--- src/rtl/mem_port_arbiter.sv ---
// mem_port_arbiter: shares the single Memory data port between core (m0) and debug/loader (m1)
// Grants one access at a time and returns read data after MEM_LAT cycles.
// Ports:
//   clk, rst_n                         clock, asynchronous active-low reset
//   mX_req/we/addr/wdata (X=0,1)       requests, held stable until mX_gnt
//   mX_gnt                             1-cycle pulse, command issued to memory this cycle
//   mX_rvalid/rdata                    1-cycle read-valid pulse, data held until next rvalid
//   mem_en/addr/wdata, mem_rdata       Memory data port
//   busy                               read outstanding
// Build option: ARB_FIXED_PRIO_EN selects fixed priority (m0 wins); default is round-robin.
module mem_port_arbiter #(
  parameter int ADDR_W  = 16,
  parameter int DATA_W  = 32,
  parameter int MEM_LAT = 1
) (
  input  logic              clk,
  input  logic              rst_n,
  input  logic              m0_req,
  input  logic              m0_we,
  input  logic [ADDR_W-1:0] m0_addr,
  input  logic [DATA_W-1:0] m0_wdata,
  output logic              m0_gnt,
  output logic              m0_rvalid,
  output logic [DATA_W-1:0] m0_rdata,
  input  logic              m1_req,
  input  logic              m1_we,
  input  logic [ADDR_W-1:0] m1_addr,
  input  logic [DATA_W-1:0] m1_wdata,
  output logic              m1_gnt,
  output logic              m1_rvalid,
  output logic [DATA_W-1:0] m1_rdata,
  output logic              mem_en,
  output logic [ADDR_W-1:0] mem_addr,
  output logic [DATA_W-1:0] mem_wdata,
  input  logic [DATA_W-1:0] mem_rdata,
  output logic              busy
);
  localparam logic [0:0] IDLE = 1'b0;
  localparam logic [0:0] WAIT = 1'b1;
  localparam logic [1:0] LAT_M1 = 2'(MEM_LAT - 1);
  logic [0:0]        state;
  logic [1:0]        cnt;
  logic              owner;
  logic              sel;
  logic              grant;
  logic              win_we;
  logic [ADDR_W-1:0] addr_q;
  logic [DATA_W-1:0] wdata_q;
`ifndef ARB_FIXED_PRIO_EN
  logic              last_gnt;
`endif
  always_comb begin
`ifdef ARB_FIXED_PRIO_EN
    sel = !m0_req;
`else
    sel = (m0_req && m1_req) ? !last_gnt : m1_req;
`endif
    // gating with rst_n keeps every grant-derived output low while reset is held
    grant     = rst_n && (state == IDLE) && (m0_req || m1_req);
    m0_gnt    = grant && !sel;
    m1_gnt    = grant && sel;
    win_we    = sel ? m1_we : m0_we;
    mem_en    = grant && win_we;
    mem_addr  = grant ? (sel ? m1_addr : m0_addr) : addr_q;
    mem_wdata = grant ? (sel ? m1_wdata : m0_wdata) : wdata_q;
    busy      = (state == WAIT);
  end
  always_ff @(posedge clk or negedge rst_n) begin
    if (!rst_n) begin
      state     <= IDLE;
      cnt       <= '0;
      owner     <= 1'b0;
      addr_q    <= '0;
      wdata_q   <= '0;
      m0_rvalid <= 1'b0;
      m1_rvalid <= 1'b0;
      m0_rdata  <= '0;
      m1_rdata  <= '0;
`ifndef ARB_FIXED_PRIO_EN
      last_gnt  <= 1'b1;
`endif
    end else begin
      m0_rvalid <= 1'b0;
      m1_rvalid <= 1'b0;
      if (grant) begin
        addr_q  <= mem_addr;
        wdata_q <= mem_wdata;
`ifndef ARB_FIXED_PRIO_EN
        last_gnt <= sel;
`endif
        if (!win_we) begin
          state <= WAIT;
          cnt   <= LAT_M1;
          owner <= sel;
        end
      end
      if (state == WAIT) begin
        cnt <= cnt - 2'd1;
        if (cnt == 2'd0) begin
          state <= IDLE;
          if (owner) begin
            m1_rvalid <= 1'b1;
            m1_rdata  <= mem_rdata;
          end else begin
            m0_rvalid <= 1'b1;
            m0_rdata  <= mem_rdata;
          end
        end
      end
    end
  end
endmodule
--- config.mk ---
export PLATFORM = sky130hd
export DESIGN_NAME = mem_port_arbiter
export DESIGN_NICKNAME = d
export VERILOG_FILES = /design/src/rtl/mem_port_arbiter.sv
export SDC_FILE = /design/constraint.sdc
export NUM_CORES = 1
export LEC_CHECK = 0
export BUFFER_PORTS_ARGS = -buffer_cell sky130_fd_sc_hd__buf_4
export CORE_MARGIN = 2
export CORE_UTILIZATION = 40
export DETAILED_ROUTE_END_ITERATION = 6
export GPL_ROUTABILITY_DRIVEN = 0
export PLACE_DENSITY = 0.71
export SLEW_MARGIN = 0
export SYNTH_ARGS = -nofsm -noshare
export SYNTH_HDL_FRONTEND = slang
export SYNTH_SLANG_ARGS = --single-unit
--- constraint.sdc ---
create_clock -name clk -period 2.07 [get_ports clk]
set_input_delay 0.3105 -clock clk [delete_from_list [all_inputs] [get_ports clk]]
set_output_delay 0.3105 -clock clk [all_outputs]
set_load 0.02 [all_outputs]
==> flow_summary.yaml, run 1 <==
place:
  dp.cells: 893
  hpwl_microns: 10150
  numPortBuffers: 251
run:
  cap_violations: 0
sta:
  setup_viol: 49
  fin_crit_sh_pct: 107.0
  fin_skew_ns: 0.006914
  grt_setup_unrepaired: "true"
  tightest_slew_ns: 0.6107
  drv_slew: 0
  max_freq_mhz: 451.6
  max_slew_margin_pct: 59.29
  fin_crit_ns: 2.214
  tns_ns: -4.908
  finalHoldViolCount: 0
  setup_ws_ns: -0.1443
detailed_routing:
  num_vias: 4549
  drt_iter0_drc: 353
  remaining_drc_errors: 0
  drt_pass1_iterations: 4
  routed_wl_microns: 14140
  ant_nets: 0
  vias_per_cell: 4.865
  wire_per_inst_microns: 15.13
clock_tree:
  cts.path.max_buffers: 2
  cts_tree: "built"
  cts.sinks: 119
  cts-htree-levels: 4
  clk_pin_slew_ns: 0.06
  worstSkewPairLatency_ns: 0.40
  numCtsBuffers: 17
  root_buffer: "clkbuf_16"
cells_and_area:
  layout_common_cells: "buf_4, nand2_1, dfrtp_1, a22oi_1, mux2_2"
  fin_nets: 889
  final_cells: 935
  area_growth_pct: 56.14
  final_common_cell: "buf_4"
  n_antenna_cell: 0
  fin_util_pct: 64.67
  fillers: 991
  drive_gt1_share_pct: 46.02
synth:
  synth.cell_area_sq_mm: 0.005037
  synth-edff-count: 0
  syn_nets: 625
  synth_cells: 490
  yosysSeqAreaShare_pct: 59.14
  ys_warn_count: 0
  synthFlopType: "dfrtp_1"
  async_flop_share_pct: 100.0
  ys_ff_latch: 119
  yosysUniqueCellTypes: 28
  synth.avg_cell_area_sq_um: 10.28
pwr:
  powerDensity_mw_per_mm2: 1678
  ir_worst_vdd_uv: 669.3
  p_leak_uw: 0.004285
die:
  coreArea_sq_mm: 0.01216
  die_area_sq_mm: 0.01351
  die_h_microns: 116.2
  die_w_microns: 116.2
  boundaryPins: 252
  start_util_pct: 41.42
  placementRows: 40
setup_path:
  worst-path-buf-inv: 3
  critPathMaxStageDelay_ns: 0.55
  startpoint: "last_gnt"
  cp-end-kind: "output port"
  cpLargestDelayFamily: "flip-flops"
  critical_path_class: "flip-flop to output port"
  critPathLaunchType: "flip-flop"
  crit_arrival_ns: 1.90
  timing.rr.start: "cnt[0]"
  cp_slowest_cell: "dfstp_2"
  cp_max_fo: 12
  crit_chain: "and2b_1, nor2_4, buf_6, buf_16, a22oi_1, nand2_1, buf_4"
  cp.required_ns: 1.76
outcome:
  outcome: "finished, violations left"
  violations: "setup timing"
grt:
  antenna_found_initial: 0
  grt_usage_pct: 21.18
  grt-ovfl-total: 0
  grt_pass1_vias: 4566
  grt_pass1_wl_microns: 22150
  grt_max_degree: 119
min_path:
  hold_path.class: "primary input to asynchronous set/reset pin"
==> flip-flops by register name (all words and copies together) (netlist names) <==
name       flops
busy           1
wdata_q       32
m1_rvalid      1
m0_rvalid      1
last_gnt       1
m0_rdata      32
addr_q        16
m1_rdata      32
cnt            2
owner          1
==> layout make-up <==
type	instances	area, sq um	share of cell area, %
sequential	119	2979	37.88
timing repair buffer	270	2136	27.16
clock buffer	19	442.9	5.632
tap	168	210.2	2.673
inverter	5	18.77	0.2386
multi-input combinational	341	1884	23.96
clock inverter	13	193.9	2.466
==> Yosys cell counts, drive strengths merged, types with 2 or more instances <==
| cell type | count | area [sq um] |
|---|---|---|
| nand2 | 241 | 904.6 |
| dfrtp | 118 | 2953 |
| a21o | 2 | 15.01 |
| inv | 5 | 18.77 |
| a22oi | 48 | 415.4 |
| buf | 22 | 143.9 |
| nand2b | 3 | 26.27 |
| mux2 | 32 | 360.4 |
| clkbuf | 3 | 11.26 |
| nor2 | 3 | 26.27 |
| and2b | 2 | 17.52 |
| nand3b | 2 | 27.53 |
==> worst reg2reg max path: stages, from the launching register on <==
cell and delay [ns]:
dfrtp_1 0.39, inv_1 0.08, ha_1 0.20, nand3_2 0.36, buf_12 0.31, mux2_2 0.29
==> report_power, final <==
part | switching (uW) | internal (uW) | leakage [uW]
clock | 1060 | 2060 | 0.000309
sequential | 535 | 3500 | 0.00144
combinational | 3370 | 2670 | 0.00254
==> final timing paths <==
check	endpoint	slack (ns)	cells past startpoint
worst max-delay path	mem_addr[6]	-0.14	7
min in group clk	m0_rdata[13]	0.11	3
worst min register to register	wdata_q[29]	0.46	2
worst min-delay path	m1_rdata[18]	0.09	2
max in group asynchronous	addr_q[12]	1.53	2
worst max register to register	m1_rdata[24]	0.32	5
==> per-layer routing <==
metal  GRT usage (%)  vias up  wire length, microns
met2           36.12      212                  7020
met4           7.698        0                   227
met5               0        -                     0
met1           25.38     2177                  5527
li1                -     2138                     -
met3           6.487       22                  1368
==> what timing repair did <==
action	4_1_cts	5_1_grt
endpoints found under the setup margin	50	49
hold endpoints to repair	1	0
pin swaps	1	0
gates resized for setup	2	1
cloned	2	0
setup buffers	7	0
hold buffers	1	0
==> stage by stage <==
stage	area (sq um)	worst slack, ns	hold WS, ns	power (uW)
detailed placement	7107	0.1886	0.3274	10060
floorplan	5037	0.3345	0.01491	7370
global route	7865	-0.2431	0.09832	14020
global placement	7107	0.2460	0.3204	9896
finish	7865	-0.1443	0.08807	13190
CTS	7861	-0.1744	0.09407	13340
==> logic make-up (layout without fill, tap and decap cells) <==
group                    after synthesis  in the layout  synth area share [%]
adder cells (fa/ha/maj)                1              1                0.2483
AO/OA/AOI/OAI                         55             55                 9.712
multiplexers                          33             33                 7.352
AND/OR/NAND/NOR                      252            252                 20.09
flip-flops                           119            119                 59.14
buffers and inverters                 30            307                 3.452
No activity file was read; power rests on OpenSTA's default activity.
==> run 2, diff against run 1 <==
--- a/config.mk
+++ b/config.mk
@@ -7,10 +7,9 @@
 export LEC_CHECK = 0
 export BUFFER_PORTS_ARGS = -buffer_cell sky130_fd_sc_hd__buf_4
 export CORE_MARGIN = 2
-export CORE_UTILIZATION = 40
+export CORE_UTILIZATION = 33
 export DETAILED_ROUTE_END_ITERATION = 6
 export GPL_ROUTABILITY_DRIVEN = 0
-export PLACE_DENSITY = 0.71
 export SLEW_MARGIN = 0
 export SYNTH_ARGS = -nofsm -noshare
 export SYNTH_HDL_FRONTEND = slang
==> flow_summary.yaml, run 2 (synthesis gave the netlist of run 1 again) <==
outcome:
  outcome: "finished, violations left"
  violations: "setup timing"
cells_and_area:
  n_antenna_cell: 0
  drive_gt1_share_pct: 46.47
  area_growth_pct: 55.91
  final_common_cell: "buf_4"
  layout_common_cells: "buf_4, nand2_1, dfrtp_1, a22oi_1, mux2_2"
  top_regs: "m0_rdata x32, m1_rdata x32, wdata_q x32"
  fin_util_pct: 52.24
  fin_area_sq_mm: 0.007854
  fin_nets: 886
sta:
  fin_crit_sh_pct: 108.3
  setup_viol: 49
  fin_crit_ns: 2.243
  setup_ws_ns: -0.1728
  fin_skew_ns: 0.006000
  tightest_slew_ns: 1.050
  max_slew_margin_pct: 30.01
  whs_ns: 0.004560
  drv_slew: 0
  max_freq_mhz: 445.9
  grt_setup_unrepaired: "true"
  finalHoldViolCount: 0
pwr:
  ir_worst_vdd_uv: 590.1
  powerDensity_mw_per_mm2: 1645
  p_leak_uw: 0.004242
place:
  hpwl_microns: 9907
  placed_area_sq_mm: 0.007112
  post-place-ws_ns: 0.1973
  numPortBuffers: 251
detailed_routing:
  drt_pass1_iterations: 4
  num_vias: 4391
  remaining_drc_errors: 0
  wire_per_inst_microns: 14.74
  ant_nets: 0
  drt_iter0_drc: 139
  routed_wl_microns: 14030
  vias_per_cell: 4.612
die:
  die_area_sq_mm: 0.01627
  start_util_pct: 33.51
  die_h_microns: 127.6
  placementRows: 45
  boundaryPins: 252
  coreArea_sq_mm: 0.01503
  die_w_microns: 127.6
setup_path:
  cp.required_ns: 1.76
  crit_arrival_ns: 1.93
  cp-end-kind: "output port"
  critPathLaunchType: "flip-flop"
  critical_path_class: "flip-flop to output port"
  cp_max_fo: 50
  reg2reg_depth: 6
grt:
  grt-ovfl-total: 0
  grt_usage_pct: 17.57
  grt_pass1_wl_microns: 22290
  grt_pass1_vias: 4470
  grt_max_degree: 85
  antenna_found_initial: 0
clock_tree:
  cts.sinks: 119
  cts.path.max_buffers: 2
  numCtsBuffers: 17
  cts-htree-levels: 4
  worstSkewPairLatency_ns: 0.41
  ctsHoldBuffers: 0
  clk_pin_slew_ns: 0.05
  root_buffer: "clkbuf_16"
  cts_tree: "built"
min_path:
  hold_path.class: "primary input to asynchronous set/reset pin"
run:
  cap_violations: 0
==> run 2: cell count changes in the layout (fill, tap and decap cells not counted), moves of 2 or more <==
cell,previous run,this run
clkbuf_16,17,19
a22oi_1,37,34
a22oi_2,11,14
buf_4,261,258
inv_6,3,0
clkinv_4,4,2
bufinv_16,4,2
clkinv_2,1,4
clkinvlp_4,1,5
==> run 2: final cells by class <==
class                           count  area (sq um)
Tap cell                          188         235.2
Timing Repair Buffer              267          2133
Multi-Input combinational cell    341          1899
Clock buffer                       20         456.7
Fill cell                        1366          7179
Inverter                            5         22.52
Clock inverter                     12         127.6
Sequential cell                   119          2979
==> run 2: metrics by stage <==
stage	cells	power, uW	TNS (ns)
2_1_floorplan	490	7370	0
3_3_place_gp	912	9881	0
3_5_place_dp	912	10020	0
4_1_cts	949	13020	-7.734
5_1_grt	952	13770	-11.27
6_report	952	12920	-6.222
==> run 2: worst paths after layout <==
| kind | slack (ns) | start | to |
|---|---|---|---|
| setup / recovery | -0.17 | last_gnt | mem_addr[13] |
| hold / removal | 0.005 | rst_n | wdata_q[21] |
| setup reg to reg | 0.33 | cnt[0] | m0_rdata[14] |
| hold reg to reg | 0.46 | addr_q[1] | addr_q[1] |
| max in group asynchronous | 1.14 | rst_n | m0_rdata[26] |
| min in group clk | 0.11 | mem_rdata[23] | m0_rdata[23] |
==> run 2: worst max-delay path: stages (launching register included) <==
cell	delay, ns
dfstp_2	0.54
a21bo_4	0.14
nor2_4	0.04
buf_12	0.17
a22oi_1	0.31
nand2_1	0.11
buf_4	0.17
==> run 2: what timing repair did <==
action / in CTS / in global routing
pin swaps: 5 / 1
gates cloned: 2 / 2
setup buffers: 3 / 1
setup endpoints to repair: 49 / 51
gates resized for setup: 4 / 3
==> run 2: power breakdown <==
| group | total (uW) | leakage, uW | switching [uW] | internal (uW) |
|---|---|---|---|---|
| clock network | 2850 | 0.000278 | 1030 | 1830 |
| logic | 6050 | 0.00252 | 3370 | 2680 |
| registers | 4020 | 0.00144 | 517 | 3500 |
| total | 12900 | 0.00424 | 4910 | 8010 |
==> run 2: routing by layer <==
metal / global-route usage [%] / wire length [microns] / vias up
met5: 0 / 0 / -
met4: 6.141 / 168 / 0
met3: 5.946 / 1137 / 15
met2: 28.47 / 6671 / 191
met1: 22.02 / 6051 / 2047
li1: - / - / 2138
